$ cat config.mk
export PLATFORM = sky130hd
export DESIGN_NAME = sprite_overlay_flat
export DESIGN_NICKNAME = d
export VERILOG_FILES = /design/src/rtl/sprite_overlay_pkg.sv /design/src/rtl/sprite_overlay_if.sv /design/src/rtl/sprite_overlay_rom.sv /design/src/rtl/sprite_overlay.sv /design/src/flat_wrapper.sv
export SDC_FILE = /design/constraint.sdc
export NUM_CORES = 1
export LEC_CHECK = 0
export CAP_MARGIN = 30
export CORE_MARGIN = 5
export CORE_UTILIZATION = 55
export DETAILED_ROUTE_END_ITERATION = 10
export DONT_BUFFER_PORTS = 1
export PLACE_DENSITY = 0.81
export SYNTH_ARGS = -nofsm -noshare
export SYNTH_HDL_FRONTEND = slang
export SYNTH_HIERARCHICAL = 1
export SYNTH_SLANG_ARGS = --single-unit
$ cat constraint.sdc
create_clock -name clk -period 9.9 [get_ports clk]
set_clock_uncertainty 0.2 [all_clocks]
set_input_delay 1.485 -clock clk [delete_from_list [all_inputs] [get_ports clk]]
set_output_delay 1.485 -clock clk [all_outputs]
set_load 0.01 [all_outputs]
$ cat src/rtl/sprite_overlay_pkg.sv
// Shared constants, types and the built-in glyph image for the sprite overlay path.
package sprite_overlay_pkg;
    localparam int COL_W       = 11;
    localparam int ROW_W       = 11;
    localparam int COLOR_W_DEF = 12;
    localparam int SEL_W_DEF   = 3;

    typedef logic [SEL_W_DEF-1:0] sprite_idx_t;

    // Glyph image as a parity pattern over the linear bitmap address; address 0 is set.
    function automatic logic rom_bit(input logic [31:0] addr);
        return ~(^(addr & 32'h0000_2025)) ^ (addr[9] & addr[1]);
    endfunction
endpackage

$ cat src/rtl/sprite_overlay_if.sv
// Scan-position, control and pixel-output bundle between the sync counters and the overlay.
interface sprite_overlay_if
    import sprite_overlay_pkg::*;
#(
    parameter int SEL_W   = SEL_W_DEF,
    parameter int COLOR_W = COLOR_W_DEF
);
    logic [COL_W-1:0]   col_addr_sig;
    logic [ROW_W-1:0]   row_addr_sig;
    logic               frame_start;
    logic [SEL_W-1:0]   sprite_sel;
    logic [COLOR_W-1:0] fg_color;
    logic               invert_en;
    logic               blink_en;
    logic               pix_on;
    logic [COLOR_W-1:0] pix_color;
    logic [SEL_W-1:0]   cur_sprite;

    modport master (
        output col_addr_sig, row_addr_sig, frame_start, sprite_sel, fg_color, invert_en, blink_en,
        input  pix_on, pix_color, cur_sprite
    );
    modport slave (
        input  col_addr_sig, row_addr_sig, frame_start, sprite_sel, fg_color, invert_en, blink_en,
        output pix_on, pix_color, cur_sprite
    );
endinterface

$ cat src/rtl/sprite_overlay_rom.sv
// 1-bit synchronous glyph ROM with a configurable number of read-latency stages.
module sprite_overlay_rom
    import sprite_overlay_pkg::*;
#(
    parameter int ADDR_W  = 16,
    parameter int DEPTH   = 33411,
    parameter int ROM_LAT = 1
) (
    input  logic              clk,
    input  logic [ADDR_W-1:0] addr,
    output logic              q
);
    logic               rd_bit;
    logic [ROM_LAT-1:0] q_pipe_d;
    logic [ROM_LAT-1:0] q_pipe_q;

    always_comb begin
        rd_bit   = (32'(addr) < 32'(DEPTH)) ? rom_bit(32'(addr)) : 1'b0;
        q_pipe_d = ROM_LAT'({q_pipe_q, rd_bit});
    end

    always_ff @(posedge clk) begin
        q_pipe_q <= q_pipe_d;
    end

    assign q = q_pipe_q[ROM_LAT-1];
endmodule

$ cat src/rtl/sprite_overlay.sv
// Window compare, bitmap address pipeline, frame-synchronous sprite select and blink
// for a ROM-backed 1-bpp overlay; output trails the scan position by 3+ROM_LAT cycles.
module sprite_overlay
    import sprite_overlay_pkg::*;
#(
    parameter int X0           = 100,
    parameter int Y0           = 10,
    parameter int W            = 111,
    parameter int H            = 43,
    parameter int NUM_SPRITES  = 7,
    parameter int SEL_W        = 3,
    parameter int ADDR_W       = 16,
    parameter int ROM_LAT      = 1,
    parameter int COLOR_W      = 12,
    parameter int BLINK_FRAMES = 30
) (
    input logic             clk,
    input logic             rst,
    sprite_overlay_if.slave bus
);
    localparam int DEPTH = NUM_SPRITES * W * H;
    localparam int CNT_W = (BLINK_FRAMES > 1) ? $clog2(BLINK_FRAMES) : 1;

    logic               in_win;
    logic               vld_p1_d, vld_p1_q;
    logic [COL_W-1:0]   rc_p1_d, rc_p1_q;
    logic [ROW_W-1:0]   rr_p1_d, rr_p1_q;
    logic [SEL_W-1:0]   spr_p1_d, spr_p1_q;
    logic               vld_p2_d, vld_p2_q;
    logic [ADDR_W-1:0]  addr_p2_d, addr_p2_q;
    logic [ROM_LAT-1:0] win_dly_d, win_dly_q;
    logic               rom_q;
    logic               rom_bit_v;
    logic               pix_on_d, pix_on_q;
    logic [COLOR_W-1:0] pix_color_d, pix_color_q;
    logic [SEL_W-1:0]   cur_sprite_d, cur_sprite_q;
    logic [CNT_W-1:0]   blink_cnt_d, blink_cnt_q;
    logic               blink_phase_d, blink_phase_q;

    always_comb begin
        // S1: window compare and window-relative coordinates
        in_win = (bus.col_addr_sig >= COL_W'(X0)) && (bus.col_addr_sig <= COL_W'(X0 + W - 1)) &&
                 (bus.row_addr_sig >= ROW_W'(Y0)) && (bus.row_addr_sig <= ROW_W'(Y0 + H - 1));
        vld_p1_d = in_win;
        rc_p1_d  = in_win ? bus.col_addr_sig - COL_W'(X0) : '0;
        rr_p1_d  = in_win ? bus.row_addr_sig - ROW_W'(Y0) : '0;
        // The sprite travels with the pixel so a same-cycle frame_start cannot retarget it.
        spr_p1_d = cur_sprite_q;

        // S2: linear bitmap address
        vld_p2_d  = vld_p1_q;
        addr_p2_d = vld_p1_q ? ADDR_W'(32'(spr_p1_q) * 32'(W * H) + 32'(rr_p1_q) * 32'(W)
                                       + 32'(rc_p1_q)) : '0;

        // ROM: window flag delayed to match the read latency
        win_dly_d = ROM_LAT'({win_dly_q, vld_p2_q});

        // OUT: invert, blink gate, colour
        rom_bit_v   = rom_q ^ bus.invert_en;
        pix_on_d    = win_dly_q[ROM_LAT-1] & rom_bit_v & (~bus.blink_en | blink_phase_q);
        pix_color_d = pix_on_d ? bus.fg_color : '0;

        cur_sprite_d  = cur_sprite_q;
        blink_cnt_d   = blink_cnt_q;
        blink_phase_d = blink_phase_q;
        if (bus.frame_start) begin
            if (32'(bus.sprite_sel) < 32'(NUM_SPRITES)) begin
                cur_sprite_d = bus.sprite_sel;
            end
            if (blink_cnt_q == CNT_W'(BLINK_FRAMES - 1)) begin
                blink_cnt_d   = '0;
                blink_phase_d = ~blink_phase_q;
            end else begin
                blink_cnt_d = blink_cnt_q + CNT_W'(1);
            end
        end
    end

    always_ff @(posedge clk) begin
        if (rst) begin
            vld_p1_q      <= 1'b0;
            vld_p2_q      <= 1'b0;
            win_dly_q     <= '0;
            pix_on_q      <= 1'b0;
            pix_color_q   <= '0;
            cur_sprite_q  <= '0;
            blink_cnt_q   <= '0;
            blink_phase_q <= 1'b1;
        end else begin
            vld_p1_q      <= vld_p1_d;
            vld_p2_q      <= vld_p2_d;
            win_dly_q     <= win_dly_d;
            pix_on_q      <= pix_on_d;
            pix_color_q   <= pix_color_d;
            cur_sprite_q  <= cur_sprite_d;
            blink_cnt_q   <= blink_cnt_d;
            blink_phase_q <= blink_phase_d;
        end
    end

    always_ff @(posedge clk) begin
        rc_p1_q   <= rc_p1_d;
        rr_p1_q   <= rr_p1_d;
        spr_p1_q  <= spr_p1_d;
        addr_p2_q <= addr_p2_d;
    end

    sprite_overlay_rom #(
        .ADDR_W  (ADDR_W),
        .DEPTH   (DEPTH),
        .ROM_LAT (ROM_LAT)
    ) u_rom (
        .clk  (clk),
        .addr (addr_p2_q),
        .q    (rom_q)
    );

    assign bus.pix_on     = pix_on_q;
    assign bus.pix_color  = pix_color_q;
    assign bus.cur_sprite = cur_sprite_q;
endmodule
$ cat src/flat_wrapper.sv
// flat-port wrapper written by rule: the top's interface ports become plain ports
module sprite_overlay_flat import sprite_overlay_pkg::*;
#(
    parameter int X0           = 100,
    parameter int Y0           = 10,
    parameter int W            = 111,
    parameter int H            = 43,
    parameter int NUM_SPRITES  = 7,
    parameter int SEL_W        = 3,
    parameter int ADDR_W       = 16,
    parameter int ROM_LAT      = 1,
    parameter int COLOR_W      = 12,
    parameter int BLINK_FRAMES = 30
)
  (clk, rst, bus_col_addr_sig, bus_row_addr_sig, bus_frame_start, bus_sprite_sel, bus_fg_color, bus_invert_en, bus_blink_en, bus_pix_on, bus_pix_color, bus_cur_sprite);
  sprite_overlay_if #(.SEL_W(SEL_W), .COLOR_W(COLOR_W)) bus_i ();
  input logic clk;
  input logic rst;
  input wire logic [$bits(bus_i.col_addr_sig)-1:0] bus_col_addr_sig;
  input wire logic [$bits(bus_i.row_addr_sig)-1:0] bus_row_addr_sig;
  input wire logic [$bits(bus_i.frame_start)-1:0] bus_frame_start;
  input wire logic [$bits(bus_i.sprite_sel)-1:0] bus_sprite_sel;
  input wire logic [$bits(bus_i.fg_color)-1:0] bus_fg_color;
  input wire logic [$bits(bus_i.invert_en)-1:0] bus_invert_en;
  input wire logic [$bits(bus_i.blink_en)-1:0] bus_blink_en;
  output wire logic [$bits(bus_i.pix_on)-1:0] bus_pix_on;
  output wire logic [$bits(bus_i.pix_color)-1:0] bus_pix_color;
  output wire logic [$bits(bus_i.cur_sprite)-1:0] bus_cur_sprite;
  assign bus_i.col_addr_sig = bus_col_addr_sig;
  assign bus_i.row_addr_sig = bus_row_addr_sig;
  assign bus_i.frame_start = bus_frame_start;
  assign bus_i.sprite_sel = bus_sprite_sel;
  assign bus_i.fg_color = bus_fg_color;
  assign bus_i.invert_en = bus_invert_en;
  assign bus_i.blink_en = bus_blink_en;
  assign bus_pix_on = bus_i.pix_on;
  assign bus_pix_color = bus_i.pix_color;
  assign bus_cur_sprite = bus_i.cur_sprite;
  sprite_overlay #(.X0(X0), .Y0(Y0), .W(W), .H(H), .NUM_SPRITES(NUM_SPRITES), .SEL_W(SEL_W), .ADDR_W(ADDR_W), .ROM_LAT(ROM_LAT), .COLOR_W(COLOR_W), .BLINK_FRAMES(BLINK_FRAMES)) u_core (.clk(clk), .rst(rst), .bus(bus_i));
endmodule
==> results of run 1 <==
## stage by stage
stage / hold slack, ns / instances
floorplan: 0.181 / 529
global placement: 0.208 / 635
detailed placement: 0.210 / 635
CTS: 0.225 / 651
global route: 0.226 / 651
finish: 0.225 / 651
## kinds of logic after synthesis
group           Yosys count  share of synthesized area, %
other cells               1                        0.0737
simple gates            116                          11.8
buf+inv                 132                          10.0
xor+xnor                 29                          4.99
compound gates           60                          7.67
fa+ha+maj               123                          39.1
flops                    67                          26.3
## power by group
group	switching [mW]	leakage (nW)	internal (mW)	total [mW]
sequential	0.00479	0.542	0.272	0.277
combinational	0.0366	2.05	0.0274	0.0639
clock	0.119	0.114	0.147	0.266
## flip-flops by register name, indices dropped and copies added (netlist names), 3 cells and up
name	cells
u_core/spr_p1_q	3
u_core/bus.cur_sprite	3
u_core/blink_cnt_q	5
u_core/rr_p1_q	11
u_core/addr_p2_q	16
u_core/rc_p1_q	11
u_core/bus.pix_color	12
## worst max-delay path by stage
stage,end,slack [ns],cells past startpoint
after CTS,u_core/addr_p2_q[15],4.93,15
after global placement,u_core/addr_p2_q[15],5.08,15
final,u_core/addr_p2_q[15],4.94,15
after floorplan,u_core/addr_p2_q[15],5.21,15
after detailed placement,u_core/addr_p2_q[15],4.95,15
after global routing,u_core/addr_p2_q[15],4.64,15
## layout by cell type, fill, tap and decap left out, types with 4 or more instances in the layout
cell,count
clkbuf_8,9
o21ai_0,14
nand2b_1,6
nor3_1,7
nand2_1,13
o211ai_1,4
ha_1,63
inv_1,126
and2_1,18
xor2_1,12
nor2_1,39
dfxtp_1,67
a211oi_1,8
xnor2_1,17
nor4_1,5
fa_1,60
and3_1,4
a21oi_1,12
a31oi_1,5
nor2b_1,7
## per-layer routing
metal / vias up / track usage (%) / routed length, µm
li1: 1668 / - / -
met1: 1665 / 19.8 / 3770
met2: 116 / 33.8 / 5130
met3: 12 / 5.10 / 598
met4: 0 / 5.74 / 144
met5: - / 0 / 0
## worst register-to-register path, stage by stage, from the launching register on
cell and delay (ns):
dfxtp_1 0.46, inv_1 0.13, fa_1 0.50, fa_1 0.50
inv_1 0.06, fa_1 0.50, fa_1 0.56, inv_1 0.07
fa_1 0.53, inv_1 0.04, ha_1 0.36, and4_1 0.25
nand2_1 0.06, nor4b_1 0.40, nor4_1 0.10, nand2b_1 0.15
## final cells by class
| type | instances | area (µm²) |
|---|---|---|
| clock inverter | 7 | 108 |
| fill | 713 | 3720 |
| multi-input combinational | 330 | 3240 |
| timing repair buffer | 1 | 7.51 |
| inverter | 126 | 473 |
| clock buffer | 9 | 124 |
| sequential | 67 | 1340 |
| tap | 111 | 139 |
==> results.toml, run 1 <==
[cells_and_area]
antenna_cells = 0
area_growth_pct = 6.76
layout-drive-gt1-share_pct = 4.07
fin_nets = 700
design_area_mm2 = 0.00544
fin_util_pct = 59.4

[place]
portBuffers = 0
place_area_mm2 = 0.00520
routabilityCongestion = 0.932
pre_cts_slack_ns = 4.95
hpwl_um = 7920

[clock_network]
postCtsResizedCells = 0
clock_latency_ns = 0.35
cts_made_buffers = 9
cts_root_buf = "clkbuf_8"
cts_buffer_depth = 2
htree_levels = 3
clkSinkCount = 67
cts_setup_buffers = 0
tritoncts = "done"
clk_pin_slew_worst_paths_ns = 0.09
ctsHoldBuffers = 0

[sta]
worst_slack_ns = 4.94
rsz0062_at_grt = "false"
worst_pin_slew_ns = 0.662
drv_slew = 0
max_slew_margin_pct = 55.9
finalSetupTns_ns = 0
max_freq_mhz = 202
finalSetupViolCount = 0
fin_crit_ns = 4.96
fin_crit_sh_pct = 50.1
hold_viol_final = 0

[worst_setup_path]
critical_path.slowest_cell = "fa_1"
reg2regPathDepth = 15
reg2reg_slack_ns = 4.94
critPathMaxStageDelay_ns = 0.56
setup.worst_path.start = "u_core/rr_p1_q[5]"
crit_family = "adder cells"
cp_common_cell = "fa_1"
cp_num_buf_inv = 4
reg2reg_from = "u_core/rr_p1_q[5]"
end_kind = "flip-flop"
r2r-end = "u_core/addr_p2_q[15]"
arrival_ns = 5.00
critical_path_required_ns = 9.94
crit_chain = "inv_1 > fa_1 > fa_1 > inv_1 > fa_1 > fa_1 > inv_1 > fa_1 > inv_1 > ha_1 > and4_1 > nand2_1 > nor4b_1 > nor4_1 > nand2b_1"
cp_max_fo = 7
start_kind = "flip-flop"
worstSetupPathType = "flip-flop to flip-flop"

[drt]
wl_um = 9650
ant_nets = 0
dr.pass1.iters = 6
initialDrtViolationCount = 160
drc_errors = 0
via_per_inst = 5.32
vias = 3461
detail_route.wl_per_cell_um = 14.8

[grt]
overflow = 0
grtUsageTotal_pct = 18.2
antenna_found_initial = 0
grt_pass1_wl_um = 16300
grt_pass1_vias = 3810
grt_max_degree = 22

[floorplanning]
pin_count = 58
rows = 35
core_mm2 = 0.00915
die_y_um = 106
die-area_mm2 = 0.0113
initial_core_util_pct = 55.6
die_x_um = 106

[pwr]
vdd_drop_max_uv = 107
power.leakage_nw = 2.70
total_power_uw = 607
power_density_mw_per_mm2 = 112

[worst_hold_path]
whs_endpoint = "u_core/spr_p1_q[2]"
whs_path_depth = 0
min_path_type = "flip-flop to flip-flop"
hp-start = "u_core/bus.cur_sprite[2]"

[synthesis]
syn_area_mm2 = 0.00509
synth-warning-count = 6
synth-edff-count = 0
synth_top_area_share_pct = 26.3
ys_seq_area_share_pct = 26.3
synth_most_common_cell = "inv_1"
synth_ff_type = "dfxtp_1"
synthTopCellsByCount = "126 x inv_1, 67 x dfxtp_1, 63 x ha_1"
synth_area_leader_cell = "dfxtp_1"
synth_cell_types = 40
postSynthCellCount = 528
async_flop_share_pct = 0
avgSynthCellArea_um2 = 9.64
ys_top_cells_by_area = "dfxtp_1 26%, fa_1 24%, ha_1 15%"
synth_seq_cells = 67

[job]
max_cap_viol_count = 0

[outcome]
status = "completed"
No activity file was read; power rests on OpenSTA's default activity.
==> inputs of run 2 (changes only) <==
==> constraint.sdc (replaced) <==
create_clock -name clk -period 4.7 [get_ports clk]
set_clock_uncertainty 0.2 [all_clocks]
set_input_delay 0.705 -clock clk [delete_from_list [all_inputs] [get_ports clk]]
set_output_delay 0.705 -clock clk [all_outputs]
set_load 0.01 [all_outputs]
==> run 2 against run 1 <==
Effect of this change: via count grew 0.23%; count of clock-buffer cells in the layout is the same; routed wire length grew 1.2%; utilization grew 2.8 points; combinational power grew to 2.6 times the previous value; critical path depth is the same; flip-flop and latch count is the same; non-clock buffer count grew 14; highest routed layer unchanged.
==> results.toml, run 2 (synthesis results as in run 1) <==
[worst_setup_path]
worstSetupPathType = "flip-flop to flip-flop"
start_kind = "flip-flop"
arrival_ns = 4.63
end_kind = "flip-flop"
cp_max_fo = 4
critical_path_required_ns = 4.72

[pwr]
power_density_mw_per_mm2 = 224
vdd_drop_max_uv = 219
power.leakage_nw = 2.81
total_power_mw = 1.28

[grt]
grtUsageTotal_pct = 18.2
antenna_found_initial = 0
grt_max_degree = 22
grt_pass1_vias = 3798
overflow = 0
grt_pass1_wl_um = 16400

[cells_and_area]
layout-drive-gt1-share_pct = 12.5
fin_util_pct = 62.2
final_cell_mix = "122 x inv_1, 60 x ha_1, 58 x fa_1"
antenna_cells = 0
fin_nets = 714
layout_commonest_cell = "inv_1"
largest_reg_flops = 16
max_flop_register = "u_core/addr_p2_q"
area_growth_pct = 11.8

[sta]
max_slew_margin_pct = 53.4
fin_crit_sh_pct = 98.0
rsz0062_at_grt = "true"
finalSetupViolCount = 0
fin_crit_ns = 4.61
hold-worst-slack_ns = 0.207
worst_pin_slew_ns = 0.699
max_freq_mhz = 217
drv_slew = 0
worst_slack_ns = 0.0939
hold_viol_final = 0

[place]
portBuffers = 0
routabilityCongestion = 0.899
hpwl_um = 8000
pre_cts_slack_ns = -0.131

[drt]
detail_route.wl_per_cell_um = 14.7
vias = 3469
via_per_inst = 5.22
drc_errors = 0
ant_nets = 0
dr.pass1.iters = 4
initialDrtViolationCount = 103
wl_um = 9760

[clock_network]
cts_root_buf = "clkbuf_8"
clock_latency_ns = 0.34
tritoncts = "done"
cts_buffer_depth = 2
clkSinkCount = 67
ctsHoldBuffers = 0
htree_levels = 3
clk_pin_slew_worst_paths_ns = 0.08
cts_made_buffers = 9

[floorplanning]
die_x_um = 106
initial_core_util_pct = 55.6
pin_count = 58
rows = 35
core_mm2 = 0.00915
die-area_mm2 = 0.0113
die_y_um = 106

[job]
max_cap_viol_count = 0

[outcome]
status = "completed"

[worst_hold_path]
min_path_type = "flip-flop to flip-flop"
## run 2: cell count changes in the layout (fill, tap and decap cells not counted), sizes merged
cell,before,now
inv,130,127
clkinvlp,1,0
clkinv,0,4
buf,1,15
## run 2: where the power goes
part	switching, mW	internal, mW	total (mW)	leakage, nW
clock	0.227	0.302	0.529	0.114
sequential	0.00997	0.573	0.583	0.547
combinational	0.0903	0.0736	0.164	2.15
total	0.328	0.949	1.28	2.81
## run 2: stage by stage
step	setup TNS [ns]	instance area, µm²	std cells
5_1_grt	-0.0397	5690	665
3_3_place_gp	0	5300	648
4_1_cts	0	5550	664
2_1_floorplan	0	5090	529
6_report	0	5690	665
3_5_place_dp	-0.317	5300	648
## run 2: cell type report
| cell class | count | area (µm²) |
|---|---|---|
| clock buffer | 9 | 124 |
| clock inverter | 7 | 100 |
| sequential | 67 | 1360 |
| multi-input combinational | 330 | 3390 |
| timing repair buffer | 15 | 113 |
| fill | 688 | 3460 |
| tap | 111 | 139 |
| inverter | 126 | 473 |
## run 2: worst paths after layout
| check | from | end | slack [ns] | depth (start not counted) |
|---|---|---|---|---|
| setup / recovery | u_core/rr_p1_q[4] | u_core/addr_p2_q[13] | 0.09 | 15 |
| hold / removal | u_core/bus.cur_sprite[1] | u_core/spr_p1_q[1] | 0.21 | 0 |
| setup reg to reg | u_core/rr_p1_q[4] | u_core/addr_p2_q[13] | 0.09 | 15 |
| hold reg to reg | u_core/bus.cur_sprite[1] | u_core/spr_p1_q[1] | 0.21 | 0 |
## run 2: what timing repair did
item	CTS	global route
gates cloned	0	0
pin swaps	0	17
resized for setup	5	39
setup buffers	0	1
setup endpoints to repair	4	7
## run 2: layer usage
layer | part of all wire, % | wire (µm) | GRT usage, %
met4 | 1.7 | 166 | 5.74
met1 | 40 | 3900 | 20.4
met3 | 4.6 | 450 | 4.74
met2 | 54 | 5250 | 33.6
met5 | 0 | 0 | 0
## run 2: critical path, stage by stage (launching register included)
cell     delay [ns]
dfxtp_1        0.34
inv_1          0.10
fa_2           0.41
fa_1           0.55
inv_1          0.06
fa_1           0.50
fa_1           0.56
inv_1          0.06
fa_1           0.52
inv_1          0.06
ha_4           0.28
and4_4         0.24
and2_1         0.15
and3_1         0.20
o21ai_0        0.09
nor3b_2        0.16
==> inputs of run 3 (changes only) <==
--- a/config.mk
+++ b/config.mk
@@ -10,7 +10,9 @@
 export CORE_UTILIZATION = 55
 export DETAILED_ROUTE_END_ITERATION = 10
 export DONT_BUFFER_PORTS = 1
-export PLACE_DENSITY = 0.81
+export GPL_ROUTABILITY_DRIVEN = 0
+export PLACE_DENSITY_LB_ADDON = 0.05
+export SETUP_SLACK_MARGIN = 0.3
 export SYNTH_ARGS = -nofsm -noshare
 export SYNTH_HDL_FRONTEND = slang
 export SYNTH_HIERARCHICAL = 1
==> run 3 against run 2 <==
Effect of this change: critical path depth stayed put; register-to-register slack better by 0.14 ns; sequential share of layout area is 0.63 points lower; worst hold slack better by 0.013 ns; combinational power is 5% higher; power is 8.0% higher; setup slack better by 0.14 ns; critical path type unchanged; cell count is 1.4% higher; critical endpoint unchanged; count of clock-buffer cells in the layout is 1 higher; highest routed layer unchanged; non-clock buffer count is 9 higher; first-iteration DRC count is 15% lower.
==> results.toml, run 3 (synthesis results as in run 1) <==
[cells_and_area]
layout_commonest_cell = "inv_1"
layout-drive-gt1-share_pct = 18.1
fill_cells = 745
area_growth_pct = 16.1
largest_reg_flops = 16
antenna_cells = 0
max_flop_register = "u_core/addr_p2_q"
fin_nets = 723
final_cell_mix = "114 x inv_1, 56 x fa_1, 55 x dfxtp_1"
final_cells = 674

[clock_network]
cts_root_buf = "clkbuf_8"
cts_made_buffers = 9
ctsHoldBuffers = 0
clk_pin_slew_worst_paths_ns = 0.08
cts_buffer_depth = 2
tritoncts = "done"
clock_latency_ns = 0.34
clkSinkCount = 67
htree_levels = 3

[grt]
grt_max_degree = 22
grtUsageTotal_pct = 18.1
overflow = 0
grt_pass1_wl_um = 16400
antenna_found_initial = 0
grt_pass1_vias = 3616

[sta]
max_freq_mhz = 224
hold_viol_final = 0
finalSetupViolCount = 0
worst_pin_slew_ns = 0.665
finalSetupTns_ns = 0
worst_slack_ns = 0.232
drv_slew = 0
rsz0062_at_grt = "true"
fin_crit_ns = 4.47
max_slew_margin_pct = 55.7
fin_crit_sh_pct = 95.1

[worst_setup_path]
crit_chain = "inv_4 > fa_2 > fa_1 > inv_2 > fa_2 > fa_1 > inv_1 > fa_1 > inv_1 > ha_4 > and4_4 > and2_1 > and3_4 > o21ai_1 > nor3b_2"
start_kind = "flip-flop"
crit_family = "adder cells"
worstSetupPathType = "flip-flop to flip-flop"
critical_path_required_ns = 4.71
reg2regPathDepth = 15
end_kind = "flip-flop"
critPathMaxStageDelay_ns = 0.54
cp_max_fo = 3
cp_common_cell = "fa_1"
arrival_ns = 4.48
cp_num_buf_inv = 4
worstSetupPathDepth = 15
critical_path.slowest_cell = "fa_1"

[floorplanning]
rows = 35
die_y_um = 106
initial_core_util_pct = 55.6
core_mm2 = 0.00915
pin_count = 58
die_x_um = 106
die-area_mm2 = 0.0113

[drt]
via_per_inst = 5.05
drc_errors = 0
ant_nets = 0
vias = 3402
wl_um = 9590
dr.pass1.iters = 4
detail_route.wl_per_cell_um = 14.2
initialDrtViolationCount = 88

[pwr]
vdd_drop_max_uv = 171
power_density_mw_per_mm2 = 233
power.leakage_nw = 2.85

[job]
max_cap_viol_count = 0

[place]
dp_cells = 642
pre_cts_slack_ns = 0.00746
portBuffers = 0
hpwl_um = 7880

[worst_hold_path]
whs_path_depth = 0
min_path_type = "flip-flop to flip-flop"

[outcome]
status = "completed"
==> run 3: cell count changes in the layout (fill, tap and decap cells not counted), sizes merged <==
cell    previous run  this run
buf               15        24
bufinv             2         4
clkinv             4         2
clkbuf             9        10
inv              127       126
==> run 3: path summary, 6_finish.rpt <==
kind                                 start                   end  slack (ns)
hold reg to reg   u_core/bus.cur_sprite[0]    u_core/spr_p1_q[0]        0.22
setup reg to reg         u_core/rr_p1_q[7]  u_core/addr_p2_q[13]        0.23
setup / recovery         u_core/rr_p1_q[7]  u_core/addr_p2_q[13]        0.23
hold / removal    u_core/bus.cur_sprite[0]    u_core/spr_p1_q[0]        0.22
==> run 3: layout make-up <==
type                       count  area, µm²  share of cell area [%]
tap                          111        139                    2.35
timing repair buffer          24        193                    3.26
multi-input combinational    330       3470                    58.6
clock buffer                  10        128                    2.16
sequential                    67       1370                    23.2
inverter                     126        478                    8.08
clock inverter                 6        138                    2.33
==> run 3: worst register-to-register path, stage by stage, from the launching register on <==
cell and delay, ns:
dfxtp_4 0.39, inv_4 0.05, fa_2 0.47, fa_1 0.54, inv_2 0.05, fa_2 0.46, fa_1 0.48, inv_1 0.05
fa_1 0.52, inv_1 0.06, ha_4 0.28, and4_4 0.24, and2_1 0.16, and3_4 0.19, o21ai_1 0.06, nor3b_2 0.15
==> run 3: metrics by stage <==
stage	power [mW]	instance area, µm²	util (%)	hold WS, ns
after global routing	1.45	5910	64.6	0.209
after detailed placement	0.743	5340	58.4	0.214
after global placement	0.742	5340	58.4	0.214
after CTS	1.38	5780	63.2	0.205
final	1.38	5910	64.6	0.220
after floorplan	0.714	5180	-	0.181
==> run 3: where the power goes <==
part | switching [mW] | internal, mW | total (mW)
Sequential | 0.00926 | 0.571 | 0.580
Combinational | 0.0903 | 0.0815 | 0.172
Clock | 0.219 | 0.408 | 0.627
Total | 0.318 | 1.06 | 1.38
==> run 3: layer usage <==
layer / track usage, % / part of all wire, % / up-vias
met5: 0 / 0 / -
met4: 5.09 / 0.78 / 0
met3: 3.22 / 3.2 / 6
met2: 30.0 / 50 / 57
met1: 24.4 / 46 / 1620
li1: - / - / 1719
==> run 3: what timing repair did <==
item	CTS	global route
resized for setup	34	25
pin swaps	28	19
endpoints found under the setup margin	8	9
setup buffers	11	5
endpoints found under the hold margin	0	0
